**config.mk**
```make
export PLATFORM = sky130hd
export DESIGN_NAME = uart_word_tx
export DESIGN_NICKNAME = d
export VERILOG_FILES = /design/src/rtl/uart_word_tx_pkg.sv /design/src/rtl/uart_word_tx.sv
export SDC_FILE = /design/constraint.sdc
export NUM_CORES = 1
export LEC_CHECK = 0
export CAP_MARGIN = 20
export CORE_MARGIN = 2
export CORE_UTILIZATION = 35
export DETAILED_ROUTE_END_ITERATION = 10
export HOLD_SLACK_MARGIN = 0.06
export PLACE_DENSITY = 0.64
export SLEW_MARGIN = 20
export SYNTH_ARGS = -nofsm -noshare
export SYNTH_HDL_FRONTEND = slang
export SYNTH_SLANG_ARGS = --single-unit
```
**constraint.sdc**
```tcl
create_clock -name clk -period 2.5 [get_ports clk]
set_input_delay 0.5 -clock clk [delete_from_list [all_inputs] [get_ports clk]]
set_output_delay 0.5 -clock clk [all_outputs]
set_load 0.05 [all_outputs]
```
**src/rtl/uart_word_tx_pkg.sv**
```systemverilog
// Shared types and constants for the UART word transmitter.
//   state_t             : frame sequencer states
//   HEADER_BYTE_DEFAULT : default first character of every frame
package uart_word_tx_pkg;

  typedef enum logic [1:0] {
    IDLE,
    ISSUE,
    WAIT_BUSY,
    WAIT_DONE
  } state_t;

  localparam logic [7:0] HEADER_BYTE_DEFAULT = 8'hA5;

endpackage

```
**src/rtl/uart_word_tx.sv**
```systemverilog
// uart_word_tx: client-side driver for a UART TX core. Accepts one wide word
// and sends it as a frame: HEADER_BYTE, WORD_BYTES payload characters and,
// when UART_WORD_TX_CHECKSUM_EN is defined, an XOR checksum of the payload.
//
// Ports
//   clk            : system clock
//   resetn         : asynchronous reset, active low
//   word_in        : word to send, sampled on accept (word_valid & word_ready)
//   word_valid     : send request
//   word_ready     : high only while idle
//   done           : one-cycle pulse after the last character has finished
//   uart_data      : character for the UART, held from ISSUE through WAIT_DONE
//   uart_tx_enable : one-cycle start pulse per character
//   uart_tx_busy   : UART busy flag
//
// Configuration macro: UART_WORD_TX_CHECKSUM_EN (appends XOR checksum char).
module uart_word_tx
  import uart_word_tx_pkg::*;
#(
  parameter int unsigned           DATA_BITS   = 8,
  parameter int unsigned           WORD_BYTES  = 8,
  parameter bit                    MSB_FIRST   = 1'b1,
  parameter logic [DATA_BITS-1:0]  HEADER_BYTE = DATA_BITS'(HEADER_BYTE_DEFAULT)
) (
  input  logic                          clk,
  input  logic                          resetn,
  input  logic [DATA_BITS*WORD_BYTES-1:0] word_in,
  input  logic                          word_valid,
  output logic                          word_ready,
  output logic                          done,
  output logic [DATA_BITS-1:0]          uart_data,
  output logic                          uart_tx_enable,
  input  logic                          uart_tx_busy
);

  localparam int unsigned W     = DATA_BITS * WORD_BYTES;
  localparam int unsigned IDX_W = $clog2(WORD_BYTES + 2);
`ifdef UART_WORD_TX_CHECKSUM_EN
  localparam int unsigned LAST_CHAR = WORD_BYTES + 1;
`else
  localparam int unsigned LAST_CHAR = WORD_BYTES;
`endif
  localparam logic [IDX_W-1:0] LAST_IDX    = IDX_W'(LAST_CHAR);
  localparam logic [IDX_W-1:0] PAYLOAD_END = IDX_W'(WORD_BYTES);

  state_t                 state;
  logic [IDX_W-1:0]       index;
  logic [W-1:0]           shift_q;
  logic [W-1:0]           shift_next;
  logic [DATA_BITS-1:0]   head_char;
`ifdef UART_WORD_TX_CHECKSUM_EN
  logic [DATA_BITS-1:0]   csum;
`endif

  // The next payload character always sits at the leading end of the shift
  // register; the register advances by one character each time one is loaded.
  always_comb begin
    head_char  = '0;
    shift_next = '0;
    if (MSB_FIRST) begin
      head_char  = shift_q[W-1 -: DATA_BITS];
      shift_next = shift_q << DATA_BITS;
    end else begin
      head_char  = shift_q[DATA_BITS-1:0];
      shift_next = shift_q >> DATA_BITS;
    end
  end

  always_ff @(posedge clk or negedge resetn) begin
    if (!resetn) begin
      state          <= IDLE;
      word_ready     <= 1'b1;
      done           <= 1'b0;
      uart_tx_enable <= 1'b0;
      uart_data      <= '0;
      index          <= '0;
      shift_q        <= '0;
`ifdef UART_WORD_TX_CHECKSUM_EN
      csum           <= '0;
`endif
    end else begin
      uart_tx_enable <= 1'b0;
      done           <= 1'b0;
      case (state)
        IDLE: begin
          if (word_valid) begin
            state      <= ISSUE;
            word_ready <= 1'b0;
            shift_q    <= word_in;
            index      <= '0;
            uart_data  <= HEADER_BYTE;
`ifdef UART_WORD_TX_CHECKSUM_EN
            csum       <= '0;
`endif
          end
        end
        ISSUE: begin
          if (!uart_tx_busy) begin
            uart_tx_enable <= 1'b1;
            state          <= WAIT_BUSY;
          end
        end
        WAIT_BUSY: begin
          if (uart_tx_busy) state <= WAIT_DONE;
        end
        WAIT_DONE: begin
          if (!uart_tx_busy) begin
            if (index == LAST_IDX) begin
              state      <= IDLE;
              word_ready <= 1'b1;
              done       <= 1'b1;
            end else begin
              index <= index + 1'b1;
              state <= ISSUE;
`ifdef UART_WORD_TX_CHECKSUM_EN
              // Payload chars fold into the checksum as they are loaded, so it
              // is complete by the time the trailing checksum char is due.
              if (index < PAYLOAD_END) begin
                uart_data <= head_char;
                shift_q   <= shift_next;
                csum      <= csum ^ head_char;
              end else begin
                uart_data <= csum;
              end
`else
              uart_data <= head_char;
              shift_q   <= shift_next;
`endif
            end
          end
        end
        default: state <= IDLE;
      endcase
    end
  end

endmodule
```
==> results_dict.tcl, run 1 <==
set metrics [dict create \
    core_area_sq_um 11500 \
    grt_usage_pct 17.9 \
    synth.net_count 505 \
    clkSinkCount 81 \
    seq_area_frac_synth_pct 49.2 \
    place_congestion 0.816 \
    final.fill_count 1068 \
    skew_ps 6.71 \
    drt_wl_total_microns 11300 \
    syn_area_per_cell_sq_um 9.59 \
    regArea_sq_um 2030 \
    ir_drop_v 0.000744 \
    r2r_setup_slack_ps 290 \
    grt_util_met1_pct 24.8 \
    use_met3_pct 5.08 \
    area_growth_syn_to_layout_pct 30.8 \
    route.detailed.drc 0 \
    postCtsSetupRepairBufs 0 \
    cts_tree "yes" \
    rsz0062_at_grt "no" \
    worst_hold_slack_ps 132 \
    post_cts_resized 0 \
    worstMarginPinSlew_ps 664 \
    drt_pre_antenna_iters 6 \
    place_hpwl_microns 7140 \
    gr-usage-met2_pct 28.0 \
    rr_worst_depth 7 \
    die_height_microns 113 \
    cp-start-kind "register" \
    ant_nets 0 \
    grt_pass1_vias 3622 \
    syn_inst 430 \
    port_buffers 78 \
    h-tree-depth 3 \
    synth-seq-cells 81 \
    finalWorstSetupSlack_ps 292 \
    grt_max_degree 71 \
    period_minus_slack_ps 2210 \
    max_slew_margin_pct 55.7 \
    clk_pin_slew_worst_paths_ps 60 \
    drtIter0Drc 272 \
    crit-reg2reg-capture "shift_q[41]" \
    diodes 0 \
    yosys_warnings 0 \
    final_nets 559 \
    power.density_nw_per_um2 1190 \
    fmax_ghz 0.453 \
    worst_skew_pair.late_latency_ps 330 \
    vias_per_cell 6.02 \
    synth_top_cell_by_area "dfrtp_1" \
    grt_pass1_wl_microns 18400 \
    die_area_sq_um 12700 \
    yosysTopAreaCellShare_pct 48.5 \
    dr_total_vias 3806 \
    max_cap_violations 0 \
    p_leak_nw 2.23 \
    netlist_area_sq_um 4130 \
    io_pins 79 \
    path_class "reg -> reg" \
    endpoint_kind "register" \
    final_layout_size_suffix_gt1_share_pct 8.18 \
    antenna_found_initial 0 \
    worstPathArrival_ps 2420 \
    synthDistinctLibCells 39 \
    period_share_pct 88.3 \
    ys_top_cells_by_area "dfrtp_1 49%, nand3_1 13%, a22oi_1 9.8%, nand4_1 8.2%, buf_2 2.4%" \
    placementRows 39 \
    final_cell_mix "108 x nand3_1, 80 x dfrtp_1, 77 x clkdlybuf4s50_1, 54 x a22oi_1, 54 x nand4_1" \
    initial_utilization_pct 36.0 \
    grt_overflow 0 \
    crit-reg2reg-launch "state[0]" \
    drv_slew 0 \
    die_w_microns 113 \
    place_ws_ps 216 \
    cts-buffers-inserted 9 \
    finish.utilization_pct 47.1 \
    cts_root_buf "clkbuf_16" \
    tns_ps 0 \
    finalSetupViolCount 0 \
    cp_max_fo 60 \
    layout_commonest_cell "nand3_1" \
    outcome "finished clean" \
    wl_per_cell_microns 17.8 \
    hold_viol_final 0 \
    multi_input_area_sq_um 1840 \
    crit_required_ps 2720 \
    gr-max-usage-layer "met2" \
    hold_path.class "in -> async" \
    holdBufCountCts 0 \
    cts_buffer_depth 2 \
]
sequential cells by signal, indices dropped and copies added, names as in the netlist:
name	count
shift_q	64
index	4
state	2
uart_data	8
uart_tx_enable	1
word_ready	1
done	1
cell families after synthesis:
logic type      Yosys count  synth area share, %
fa+ha+maj                 7                 2.12
simple gates            186                 24.2
flops                    81                 49.2
buf+inv                  61                 6.70
mux                       2                0.607
compound gates           93                 17.2
synthesized netlist by cell type, drive strengths merged:
cell / instances
ha: 7
a22oi: 54
o22ai: 2
clkbuf: 23
o311ai: 5
nand4: 54
a31oi: 5
nor3b: 1
mux2i: 1
inv: 13
or2: 1
dfstp: 1
o21bai: 1
and4: 1
dfrtp: 80
mux2: 1
and3b: 1
a221o: 1
a21o: 1
or2b: 1
o31ai: 1
buf: 25
nand3b: 1
nand3: 108
nor2b: 1
a221oi: 1
nor2: 8
a22o: 10
a21oi: 3
nand2: 9
o21ai: 7
a2111oi: 1
o2bb2ai: 1
layer usage:
metal	vias up	wire length [microns]
met1	1875	4930
li1	1768	-
met2	155	5460
met5	-	0
met4	0	99
met3	8	791
layout make-up:
cell class | instances | area share (%)
sequential | 81 | 37.6
timing repair buffer | 91 | 17.6
clock inverter | 5 | 1.90
tap | 143 | 3.32
clock buffer | 11 | 4.50
multi-input combinational | 288 | 34.2
inverter | 13 | 0.904
how the worst max path moves through the flow:
stage,startpoint,end,slack (ps),cells after the start
finish,state[0],shift_q[41],290,7
global route,state[0],shift_q[41],130,7
CTS,state[0],shift_q[41],280,7
detailed placement,word_valid,shift_q[41],220,6
global placement,word_valid,shift_q[41],250,6
floorplan,state[0],shift_q[41],640,8
critical path, stage by stage (launching register included):
cell     delay, ps
dfrtp_1        440
inv_1          140
ha_1           280
mux2i_2        410
a21o_2         170
buf_12         250
o22ai_1        110
a221o_1        280
power breakdown:
part	internal (W)	switching (W)	total (W)	leakage, nW
logic	0.000986	0.00163	0.00261	0.999
registers	0.00185	0.000439	0.00229	1.07
clock network	0.00100	0.000516	0.00152	0.166
through the flow:
step           std cells  cell area (sq um)  total power [W]
6_report             632               5400          0.00642
3_5_place_dp         616               5050          0.00491
4_1_cts              632               5400          0.00646
3_3_place_gp         616               5050          0.00480
5_1_grt              632               5400          0.00684
2_1_floorplan        430               4130          0.00410
Note: power is estimated with default switching activity, not from simulation.
==> run 2: changes to the inputs <==
--- a/config.mk
+++ b/config.mk
@@ -6,7 +6,6 @@
 export NUM_CORES = 1
 export LEC_CHECK = 0
 export CAP_MARGIN = 20
-export CORE_MARGIN = 2
 export CORE_UTILIZATION = 35
 export DETAILED_ROUTE_END_ITERATION = 10
 export HOLD_SLACK_MARGIN = 0.06
==> run 2 against run 1 <==
  * Critical path depth is 2 lower
  * Flip-flop and latch count stayed put
  * Via count is 0.60% higher
  * Cell count is 0.63% higher
  * Critical path type unchanged
  * Largest cell class unchanged
  * Largest power group unchanged
==> results_dict.tcl, run 2 (synthesis gave the netlist of run 1 again) <==
set metrics [dict create \
    outcome "finished clean" \
    crit_required_ps 2760 \
    critPathLaunch "state[1]" \
    ant_nets 0 \
    post_cts_resized 0 \
    dr_total_vias 3829 \
    regArea_sq_um 2030 \
    crit-reg2reg-launch "state[1]" \
    diodes 0 \
    p_leak_nw 2.23 \
    finalSetupViolCount 0 \
    cts_buffer_depth 2 \
    period_minus_slack_ps 2190 \
    layout_commonest_cell "nand3_1" \
    layout.cells.non_filler 636 \
    area_growth_syn_to_layout_pct 30.1 \
    grt_pass1_wl_microns 18900 \
    die_w_microns 111 \
    crit_end "shift_q[37]" \
    postCtsSetupRepairBufs 0 \
    vias_per_cell 6.02 \
    final_cell_mix "108 x nand3_1, 80 x dfrtp_1, 77 x clkdlybuf4s50_1, 54 x a22oi_1, 54 x nand4_1" \
    drv_slew 0 \
    grt_overflow 0 \
    initial_utilization_pct 36.0 \
    skew_ps 8.16 \
    cp-start-kind "register" \
    largest_reg_flops 64 \
    grt_pass1_vias 3744 \
    antenna_found_initial 0 \
    wl_per_cell_microns 17.8 \
    hold_path.class "in -> async" \
    holdBufCountCts 0 \
    hold_viol_final 0 \
    drt_pre_antenna_iters 5 \
    die_area_sq_um 12200 \
    gr-usage-met2_pct 28.4 \
    final.fill_count 1078 \
    drt_wl_total_microns 11300 \
    clkSinkCount 81 \
    worstMarginPinSlew_ps 614 \
    max_slew_margin_pct 59.1 \
    gr-max-usage-layer "met2" \
    total_power_w 0.00634 \
    multi_input_area_sq_um 1840 \
    regMostFlops "shift_q" \
    worst_skew_pair.late_latency_ps 330 \
    fmax_ghz 0.456 \
    cp_max_fo 61 \
    grt_usage_pct 18.9 \
    final_area_sq_um 5370 \
    rr_worst_depth 5 \
    cts-buffers-inserted 9 \
    cts_tree "yes" \
    die_height_microns 111 \
    rsz0062_at_grt "no" \
    drtIter0Drc 244 \
    placed_area_sq_um 5040 \
    core_area_sq_um 11500 \
    max_cap_violations 0 \
    grt_max_degree 62 \
    place_congestion 0.792 \
    grt_util_met1_pct 26.9 \
    place_hpwl_microns 7380 \
    clk_pin_slew_worst_paths_ps 60 \
    worstPathArrival_ps 2450 \
    port_buffers 78 \
    tns_ps 0 \
    r2r_setup_slack_ps 310 \
    use_met3_pct 3.62 \
    route.detailed.drc 0 \
    path_class "reg -> reg" \
    ir_drop_v 0.000499 \
    power.density_nw_per_um2 1180 \
    cts_root_buf "clkbuf_16" \
    final_layout_size_suffix_gt1_share_pct 8.72 \
    period_share_pct 87.7 \
    final_nets 563 \
    io_pins 79 \
    endpoint_kind "register" \
    dp_cells 620 \
    h-tree-depth 3 \
    placementRows 39 \
    reg_top3 "shift_q: 64 flops, uart_data: 8 flops, index: 4 flops" \
    crit-reg2reg-capture "shift_q[37]" \
]
## run 2: cell type report
type	instances	area share (%)
clock buffer	12	4.59
clock inverter	4	1.42
inverter	13	0.909
multi-input combinational	288	34.4
sequential	81	37.8
tap	143	3.33
timing repair buffer	95	17.6
## run 2: worst min-delay path by stage
stage	slack [ps]	to	startpoint
finish	70	shift_q[18]	resetn
CTS	80	shift_q[18]	resetn
detailed placement	430	shift_q[18]	resetn
global placement	430	shift_q[18]	resetn
floorplan	200	done	resetn
global route	90	uart_data[6]	resetn
## run 2: worst max-delay path: stages, from the launching register on
cell and delay [ps]:
dfrtp_1 460, ha_4 180, buf_4 510, buf_4 560, nand4_1 240, nand3_1 140
## run 2: power breakdown
part	leakage [nW]	internal [W]	switching, W
clock	0.153	0.000905	0.000525
sequential	1.07	0.00185	0.000439
combinational	1.01	0.000981	0.00164
## run 2: routing by layer
| layer | wire [microns] | vias up |
|---|---|---|
| li1 | - | 1777 |
| met1 | 5120 | 1899 |
| met2 | 5360 | 137 |
| met3 | 663 | 16 |
| met4 | 190 | 0 |
| met5 | 0 | - |
## run 2: metrics by stage
step                      utilization [%]  hold slack, ps  setup slack, ps
after floorplan                         -             204              643
after global placement               44.0             428              307
after detailed placement             44.0             428              265
after CTS                            46.8            76.3              312
after global routing                 46.8            91.0              129
final                                46.8            72.6              309
